`src/rtl/arbiter_stream_mux.sv`:
```
// Packet mux behind a round-robin arbiter: requests on behalf of N valid/ready input streams and
// forwards each granted packet whole to a single output stream through a 2-entry skid buffer.
module arbiter_stream_mux #(
  parameter int NUM_PORTS  = 6,
  parameter int DATA_WIDTH = 32,
  parameter int SEL_WIDTH  = 3
) (
  input  logic                            clk,
  input  logic                            rst,
  input  logic [0:NUM_PORTS-1]            in_valid,
  input  logic [0:NUM_PORTS-1]            in_last,
  input  logic [NUM_PORTS*DATA_WIDTH-1:0] in_data,
  output logic [0:NUM_PORTS-1]            in_ready,
  output logic [0:NUM_PORTS-1]            arb_req,
  input  logic [0:NUM_PORTS-1]            arb_grant,
  input  logic                            arb_active,
  output logic                            out_valid,
  output logic                            out_last,
  output logic [DATA_WIDTH-1:0]           out_data,
  output logic [SEL_WIDTH-1:0]            out_port,
  input  logic                            out_ready
);

  typedef enum logic [1:0] { IDLE = 2'd0, XFER = 2'd1, DRAIN = 2'd2 } state_e;

  typedef struct packed {
    logic                  last;
    logic [DATA_WIDTH-1:0] data;
    logic [SEL_WIDTH-1:0]  port;
  } beat_t;

  state_e                state_q, state_d;
  logic [SEL_WIDTH-1:0]  sel_q, sel_d;
  logic [1:0]            count_q, count_d;
  beat_t                 head_q, head_d, tail_q, tail_d;

  logic [SEL_WIDTH-1:0]  grant_idx;
  logic                  grant_hit, sel_valid, sel_last, sel_grant;
  logic [DATA_WIDTH-1:0] sel_data;
  logic                  can_accept, push, pop;
  beat_t                 push_beat;

  // Grant-to-index encoding and selection of the currently latched port's input signals.
  always_comb begin
    grant_idx = '0;
    grant_hit = 1'b0;
    sel_valid = 1'b0;
    sel_last  = 1'b0;
    sel_grant = 1'b0;
    sel_data  = '0;
    for (int i = 0; i < NUM_PORTS; i++) begin
      if (!grant_hit && arb_grant[i]) begin
        grant_idx = SEL_WIDTH'(i);
        grant_hit = 1'b1;
      end
      if (sel_q == SEL_WIDTH'(i)) begin
        sel_valid = in_valid[i];
        sel_last  = in_last[i];
        sel_grant = arb_grant[i];
        sel_data  = in_data[i*DATA_WIDTH +: DATA_WIDTH];
      end
    end
  end

  // in_ready depends only on flops, so out_ready never reaches the input side combinationally.
  assign can_accept = (state_q == XFER) && (count_q < 2'd2);
  assign push       = can_accept && sel_valid;
  assign pop        = (count_q != 2'd0) && out_ready;
  assign push_beat  = '{last: sel_last, data: sel_data, port: sel_q};

  // Per-port ready and request vectors; the latched port's request is masked while its grant clears.
  always_comb begin
    in_ready = '0;
    arb_req  = '0;
    for (int i = 0; i < NUM_PORTS; i++) begin
      in_ready[i] = can_accept && (sel_q == SEL_WIDTH'(i));
      arb_req[i]  = !rst && in_valid[i] && !((state_q == DRAIN) && (sel_q == SEL_WIDTH'(i)));
    end
  end

  // Packet sequencing: take a grant, stream until the last beat, then wait out the stale grant.
  always_comb begin
    state_d = state_q;
    sel_d   = sel_q;
    case (state_q)
      IDLE: begin
        if (arb_active && grant_hit) begin
          state_d = XFER;
          sel_d   = grant_idx;
        end else begin
          state_d = IDLE;
        end
      end
      XFER: begin
        if (push && sel_last) state_d = DRAIN;
        else                  state_d = XFER;
      end
      DRAIN: begin
        if (!sel_grant) state_d = IDLE;
        else            state_d = DRAIN;
      end
      default: state_d = IDLE;
    endcase
  end

  // Two-entry FIFO; head is the output register, tail only fills while the head is stalled.
  always_comb begin
    head_d  = head_q;
    tail_d  = tail_q;
    count_d = count_q;
    case ({push, pop})
      2'b10: begin
        if (count_q == 2'd0) head_d = push_beat;
        else                 tail_d = push_beat;
        count_d = count_q + 2'd1;
      end
      2'b01: begin
        head_d  = tail_q;
        count_d = count_q - 2'd1;
      end
      2'b11: begin
        if (count_q == 2'd1) begin
          head_d = push_beat;
        end else begin
          head_d = tail_q;
          tail_d = push_beat;
        end
      end
      default: count_d = count_q;
    endcase
  end

  // State, selection and skid storage registers.
  always_ff @(posedge clk) begin
    if (rst) begin
      state_q <= IDLE;
      sel_q   <= '0;
      count_q <= 2'd0;
      head_q  <= '0;
      tail_q  <= '0;
    end else begin
      state_q <= state_d;
      sel_q   <= sel_d;
      count_q <= count_d;
      head_q  <= head_d;
      tail_q  <= tail_d;
    end
  end

  assign out_valid = (count_q != 2'd0);
  assign out_last  = head_q.last;
  assign out_data  = head_q.data;
  assign out_port  = head_q.port;

endmodule

```
`config.mk`:
```
export PLATFORM = sky130hd
export DESIGN_NAME = arbiter_stream_mux
export DESIGN_NICKNAME = d
export VERILOG_FILES = /design/src/rtl/arbiter_stream_mux.sv
export SDC_FILE = /design/constraint.sdc
export NUM_CORES = 1
export LEC_CHECK = 0
export BUFFER_PORTS_ARGS = -buffer_cell sky130_fd_sc_hd__buf_2
export CAP_MARGIN = 20
export CORE_UTILIZATION = 35
export DETAILED_ROUTE_END_ITERATION = 8
export GPL_ROUTABILITY_DRIVEN = 0
export MAX_ROUTING_LAYER = met4
export SLEW_MARGIN = 40
export SYNTH_ARGS = -nofsm -noshare
export SYNTH_HDL_FRONTEND = slang
export SYNTH_SLANG_ARGS = --single-unit
```
`constraint.sdc`:
```
create_clock -name clk -period 5.7 [get_ports clk]
set_clock_uncertainty 0.05 [all_clocks]
set_input_delay 0.57 -clock clk [delete_from_list [all_inputs] [get_ports clk]]
set_output_delay 0.57 -clock clk [all_outputs]
set_load 0.02 [all_outputs]
```
After elaboration in Yosys (flattened, before gate mapping)
Index checks and enable logic that the tools add are counted.

Word-level logic and storage cells: 128. Bits of input ports: 214. Register bits: 79. Output and inout port bits: 49.

Reductions and logical operators: 56. Add/subtract/negate cells: 2. Muxes and demuxes: 46. Eq/ne operators: 14. Order comparisons: 1.

Operators with widths (count): $mux W32 (6); $mux W36 (4); $pmux W36 S3 (1); $pmux W36 S2 (1); $logic_and A1 B1 Y1 (34); $mux W1 (26); $logic_not A1 Y1 (12); $mux W3 (4); $eq A2 B1 Y1 const B (3); $eq A2 B2 Y1 const B (3); $eq A3 B2 Y1 const B (2); $eq A3 B3 Y1 const B (2); $ne A2 B2 Y1 const B (3); $pmux W2 S3 (1); $reduce_bool A2 Y1 (3); $logic_not A2 Y1 (2); $mux W2 (2); $pmux W2 S2 (1); $reduce_and A2 Y1 (2); $eq A3 B1 Y1 const B (1); $logic_not A3 Y1 (1); $reduce_and A3 Y1 (1); $reduce_bool A3 Y1 (1); $add A2 B1 Y2 const B (1); 2 further kinds (2).

Depth between registers and ports, before layout
Depth in word-level cells: 19. Depth in mapped cells: 12. Mapped depth without buffers: 10.

Least setup slack after synthesis
Ideal clock, no wire load.

Path type: input port to flip-flop. From: in in_valid[0] (netlist name). To: reg tail_q[15] (netlist name). Path slack: 3.057 ns. Data required time: 5.512 ns. Buffers on the path: 2. Arrival time: 2.456 ns. Setup time: 0.138 ns. Stages: 9. Cell sequence: mux2_4 > o221ai_2 > a21oi_2 > ha_1 > and2_1 > a211oi_2 > buf_2 > clkbuf_1 > a211oi_1.

Longest elaborated chain between the ends: 10. Elaborated cells between the ends (all ways): 14. Classes of those cells: eq/ne (4); mux (7); reduce/logical (3).

Ends and longest elaborated chain: start, declared (line 10) `input logic [0:NUM_PORTS-1] in_valid,`; $mux W1 (*) (6 in series) (line 56) `if (sel_q == SEL_WIDTH'(i)) begin`; $logic_and A1 B1 Y1 (*) (line 67) `assign push = can_accept && sel_valid;`; $eq A2 B2 Y1 (line 111) `case ({push, pop})`; $ne A2 B2 Y1 (no source line) / $reduce_bool A2 Y1 (equally long branches); $reduce_and A3 Y1 (no source line); end signal, assigned (line 146) `tail_q <= tail_d;`; end, declared (line 35) `beat_t head_q, head_d, tail_q, tail_d;`.

Mark *: on every way between the ends. The rest lies on a longest branch, timed or not. A chain may end at the register's enable or synchronous reset.

Final worst setup path
From: reg sel_q[0]. To: out arb_req[3] (netlist name).

Longest elaborated chain between the ends: 4.

Ends and longest elaborated chain: start, declared (line 33) `logic [SEL_WIDTH-1:0] sel_q, sel_d;`; start signal, assigned (line 143) `sel_q <= sel_d;`; $eq A3 B2 Y1 (line 77) `arb_req[i] = !rst && in_valid[i] && !((state_q == DRAIN) && (sel_q == SEL_WIDTH'(i)));`; $logic_and A1 B1 Y1 (line 77); $logic_not A1 Y1 (line 77); $logic_and A1 B1 Y1 (line 77); end, declared (line 14) `output logic [0:NUM_PORTS-1] arb_req,`.

No other way between the ends.

==> flow_metrics.env <==
export IMPL_status="finished clean"
export IMPL_drt_wl_total_um=22700
export IMPL_final_max_slew_violation_count=0
export IMPL_tightestPinTransition_ps=803
export IMPL_gr_usage_all_layers=0.251
export IMPL_postRouteAntennaNets=0
export IMPL_std_cell_rows=48
export IMPL_die_width_um=137
export IMPL_cts_tree="done"
export IMPL_crit_path_end_kind="output port"
export IMPL_launch_instance_of_the_worst_register_to_register_path="sel_q[0]$_SDFFE_PP0N_"
export IMPL_drc=0
export IMPL_count_of_flip_flops_with_a_built_in_enable_after_synthesis=0
export IMPL_syn_num_nets=981
export IMPL_numPortBuffers=262
export IMPL_initial_utilization=0.363
export IMPL_wire_length_of_the_first_global_routing_pass_um=35200
export IMPL_synth_largest_type_area_fraction=0.250
export IMPL_cts_root_buffer="sky130_fd_sc_hd__clkbuf_16"
export IMPL_postSynthCellCount=762
export IMPL_clk_pin_slew_ps=60
export IMPL_min_period_over_period=0.647
export IMPL_cts_hold_buffers=0
export IMPL_finalSetupViolations=0
export IMPL_layout_commonest_cell="sky130_fd_sc_hd__buf_2"
export IMPL_postSynthRegisterBits=79
export IMPL_synthToLayoutAreaGrowth_pct=27.1
export IMPL_first_pass_iteration_count_of_the_detailed_router=5
export IMPL_timing_critical_path_from="sel_q[0]$_SDFFE_PP0N_"
export IMPL_grt_use_met3=0.0426
export IMPL_hpwlAfterDp_um=15400
export IMPL_floorplan_die_area_um2=18700
export IMPL_drv_max_cap_violation_count=0
export IMPL_finish_net_count=1186
export IMPL_via_count=6992
export IMPL_grt_start_max_net_pins=72
export IMPL_timing_final_crit_period_ps=3690
export IMPL_yosys_warnings=0
export IMPL_top_level_ports=263
export IMPL_cts_max_level=3
export IMPL_power_per_cell_area_nw_per_um2=393
export IMPL_timing_max_slew_rel_slack=0.464
export IMPL_via_count_of_the_first_global_routing_pass=6759
export IMPL_vdd_ir_drop_max_mv=0.188
export IMPL_total_negative_setup_slack_ps=0
export IMPL_drt_vias_per_instance=5.84
export IMPL_timing_critical_path_required_ps=5080
export IMPL_coreArea_um2=17500
export IMPL_setup_repair_after_global_routing_missed_its_margin="false"
export IMPL_crit_fanout=35
export IMPL_cts_setup_buffers=0
export IMPL_achievable_frequency_ghz=0.271
export IMPL_synth_avg_cell_area_um2=8.32
export IMPL_globalRouteMet1Util=0.314
export IMPL_post_route_cells_drive_above_1_share=0.386
export IMPL_min_from="out_data[28]$_SDFFE_PP0P_"
export IMPL_worst_endpoint_arrival_ps=3070
export IMPL_detailedRoute_firstIterationViolations=371
export IMPL_overflow=0
export IMPL_routed_wire_length_per_instance_um=19.0
export IMPL_final_cell_area_um2=8060
export IMPL_worstSetupStartpointType="flop"
export IMPL_grt_antenna_before_repair=0
export IMPL_synth_seq_area_share=0.250
export IMPL_antenna_cells_inserted=0
export IMPL_syn_area_um2=6340
export IMPL_final_hold_viol_count=0
export IMPL_cts_max_path_buffers=2
export IMPL_setup_slack_on_the_worst_flop_to_flop_path_ps=2260
export IMPL_placedInstanceArea_um2=7710
export IMPL_leakage_nw=3.11
export IMPL_cts_made_buffers=9
export IMPL_worst_hold_slack_ps=408
export IMPL_async_reset_ff_frac=0
export IMPL_cts_resized=0
export IMPL_insertion_delay_ps=340
export IMPL_criticalPathCategory="reg -> out"
export IMPL_die_height_um=137
export IMPL_grt_util_met2=0.414
export IMPL_cts_sinks=79
export IMPL_commonest_non_fill_non_tap_cells_in_the_layout="261 x sky130_fd_sc_hd__buf_2, 127 x sky130_fd_sc_hd__a21oi_1, 76 x sky130_fd_sc_hd__dfxtp_1"
export IMPL_busiest_layer="met2"
export IMPL_synth_top_area_cell="sky130_fd_sc_hd__dfxtp_1"
export IMPL_hold_class="reg -> reg"
export IMPL_post_synth_main_area_contributors="sky130_fd_sc_hd__dfxtp_1 25%, sky130_fd_sc_hd__a21oi_1 10%, sky130_fd_sc_hd__a221oi_1 9.4%"
export IMPL_synth_ff_type="sky130_fd_sc_hd__dfxtp_1"
export IMPL_count_of_cell_types_in_the_netlist=50
==> logic make-up after synthesis <==
logic type / synth area share
compound gates: 0.443
simple gates: 0.115
buf+inv: 0.105
flops: 0.250
mux: 0.0740
fa+ha+maj: 0.00987
xor+xnor: 0.00276
==> path summary, 6_finish.rpt <==
check / endpoint / depth (start not counted)
max: arb_req[3] / 5
min: out_data[28]$_SDFFE_PP0P_ / 2
max reg2reg: out_data[29]$_SDFFE_PP0P_ / 11
min reg2reg: out_data[28]$_SDFFE_PP0P_ / 2
==> layout make-up <==
type,instances,area [um2]
fill,1761,9420
multi-input combinational,548,4160
sequential,79,1590
timing repair buffer,280,1540
tap,225,282
clock buffer,12,236
inverter,49,184
clock inverter,4,70.1
==> worst max-delay path, cell delays in order, from the launching register on <==
cell	delay, ps
sky130_fd_sc_hd__dfxtp_2	610
sky130_fd_sc_hd__buf_4	490
sky130_fd_sc_hd__nor2b_4	740
sky130_fd_sc_hd__buf_4	490
sky130_fd_sc_hd__a311oi_1	160
sky130_fd_sc_hd__buf_2	210
==> flip-flops by register name (all words and copies together) (netlist names) <==
signal,cells
state_q,2
tail_q,36
sel_q,3
out_port,3
out_data,32
out_last,1
count_q,2
==> layer usage <==
layer,up-vias,part of all wire
met5,-,0
li1,3352,-
met2,287,0.47
met1,3327,0.45
met4,0,0.016
met3,26,0.065
==> synthesized netlist by cell type (2+ instances only) <==
| cell type | number |
|---|---|
| sky130_fd_sc_hd__o22ai_1 | 7 |
| sky130_fd_sc_hd__nand3_1 | 2 |
| sky130_fd_sc_hd__inv_1 | 48 |
| sky130_fd_sc_hd__o21ai_0 | 3 |
| sky130_fd_sc_hd__a32oi_1 | 32 |
| sky130_fd_sc_hd__buf_2 | 32 |
| sky130_fd_sc_hd__nor2b_1 | 34 |
| sky130_fd_sc_hd__mux2_1 | 30 |
| sky130_fd_sc_hd__nor2_1 | 47 |
| sky130_fd_sc_hd__a311oi_1 | 2 |
| sky130_fd_sc_hd__a221oi_1 | 68 |
| sky130_fd_sc_hd__buf_1 | 2 |
| sky130_fd_sc_hd__dfxtp_1 | 79 |
| sky130_fd_sc_hd__a21oi_1 | 127 |
| sky130_fd_sc_hd__nor3b_1 | 5 |
| sky130_fd_sc_hd__buf_6 | 9 |
| sky130_fd_sc_hd__nor4_1 | 2 |
| sky130_fd_sc_hd__clkbuf_1 | 29 |
| sky130_fd_sc_hd__buf_4 | 14 |
| sky130_fd_sc_hd__a222oi_1 | 4 |
| sky130_fd_sc_hd__ha_1 | 5 |
| sky130_fd_sc_hd__mux2_2 | 3 |
| sky130_fd_sc_hd__mux2i_1 | 6 |
| sky130_fd_sc_hd__xor2_1 | 2 |
| sky130_fd_sc_hd__a221oi_2 | 30 |
| sky130_fd_sc_hd__a211oi_1 | 34 |
| sky130_fd_sc_hd__nand2_1 | 44 |
| sky130_fd_sc_hd__a211oi_2 | 30 |
| sky130_fd_sc_hd__nand2b_1 | 7 |
| sky130_fd_sc_hd__and2_1 | 2 |
| sky130_fd_sc_hd__nor3_1 | 4 |
==> stage by stage <==
stage	total power, mW	worst slack (ps)	util	std cells
after floorplan	2.04	3060	-	762
after global placement	2.47	2090	0.435	1176
after detailed placement	2.55	2060	0.441	1180
after CTS	3.18	1980	0.459	1196
after global routing	3.37	1860	0.461	1197
final	3.17	2010	0.461	1197
==> power by group <==
part | switching (mW) | total (mW) | internal [mW]
Clock | 0.234 | 0.617 | 0.383
Sequential | 0.120 | 0.853 | 0.733
Combinational | 1.02 | 1.70 | 0.679
Note: power is estimated with default switching activity, not from simulation.
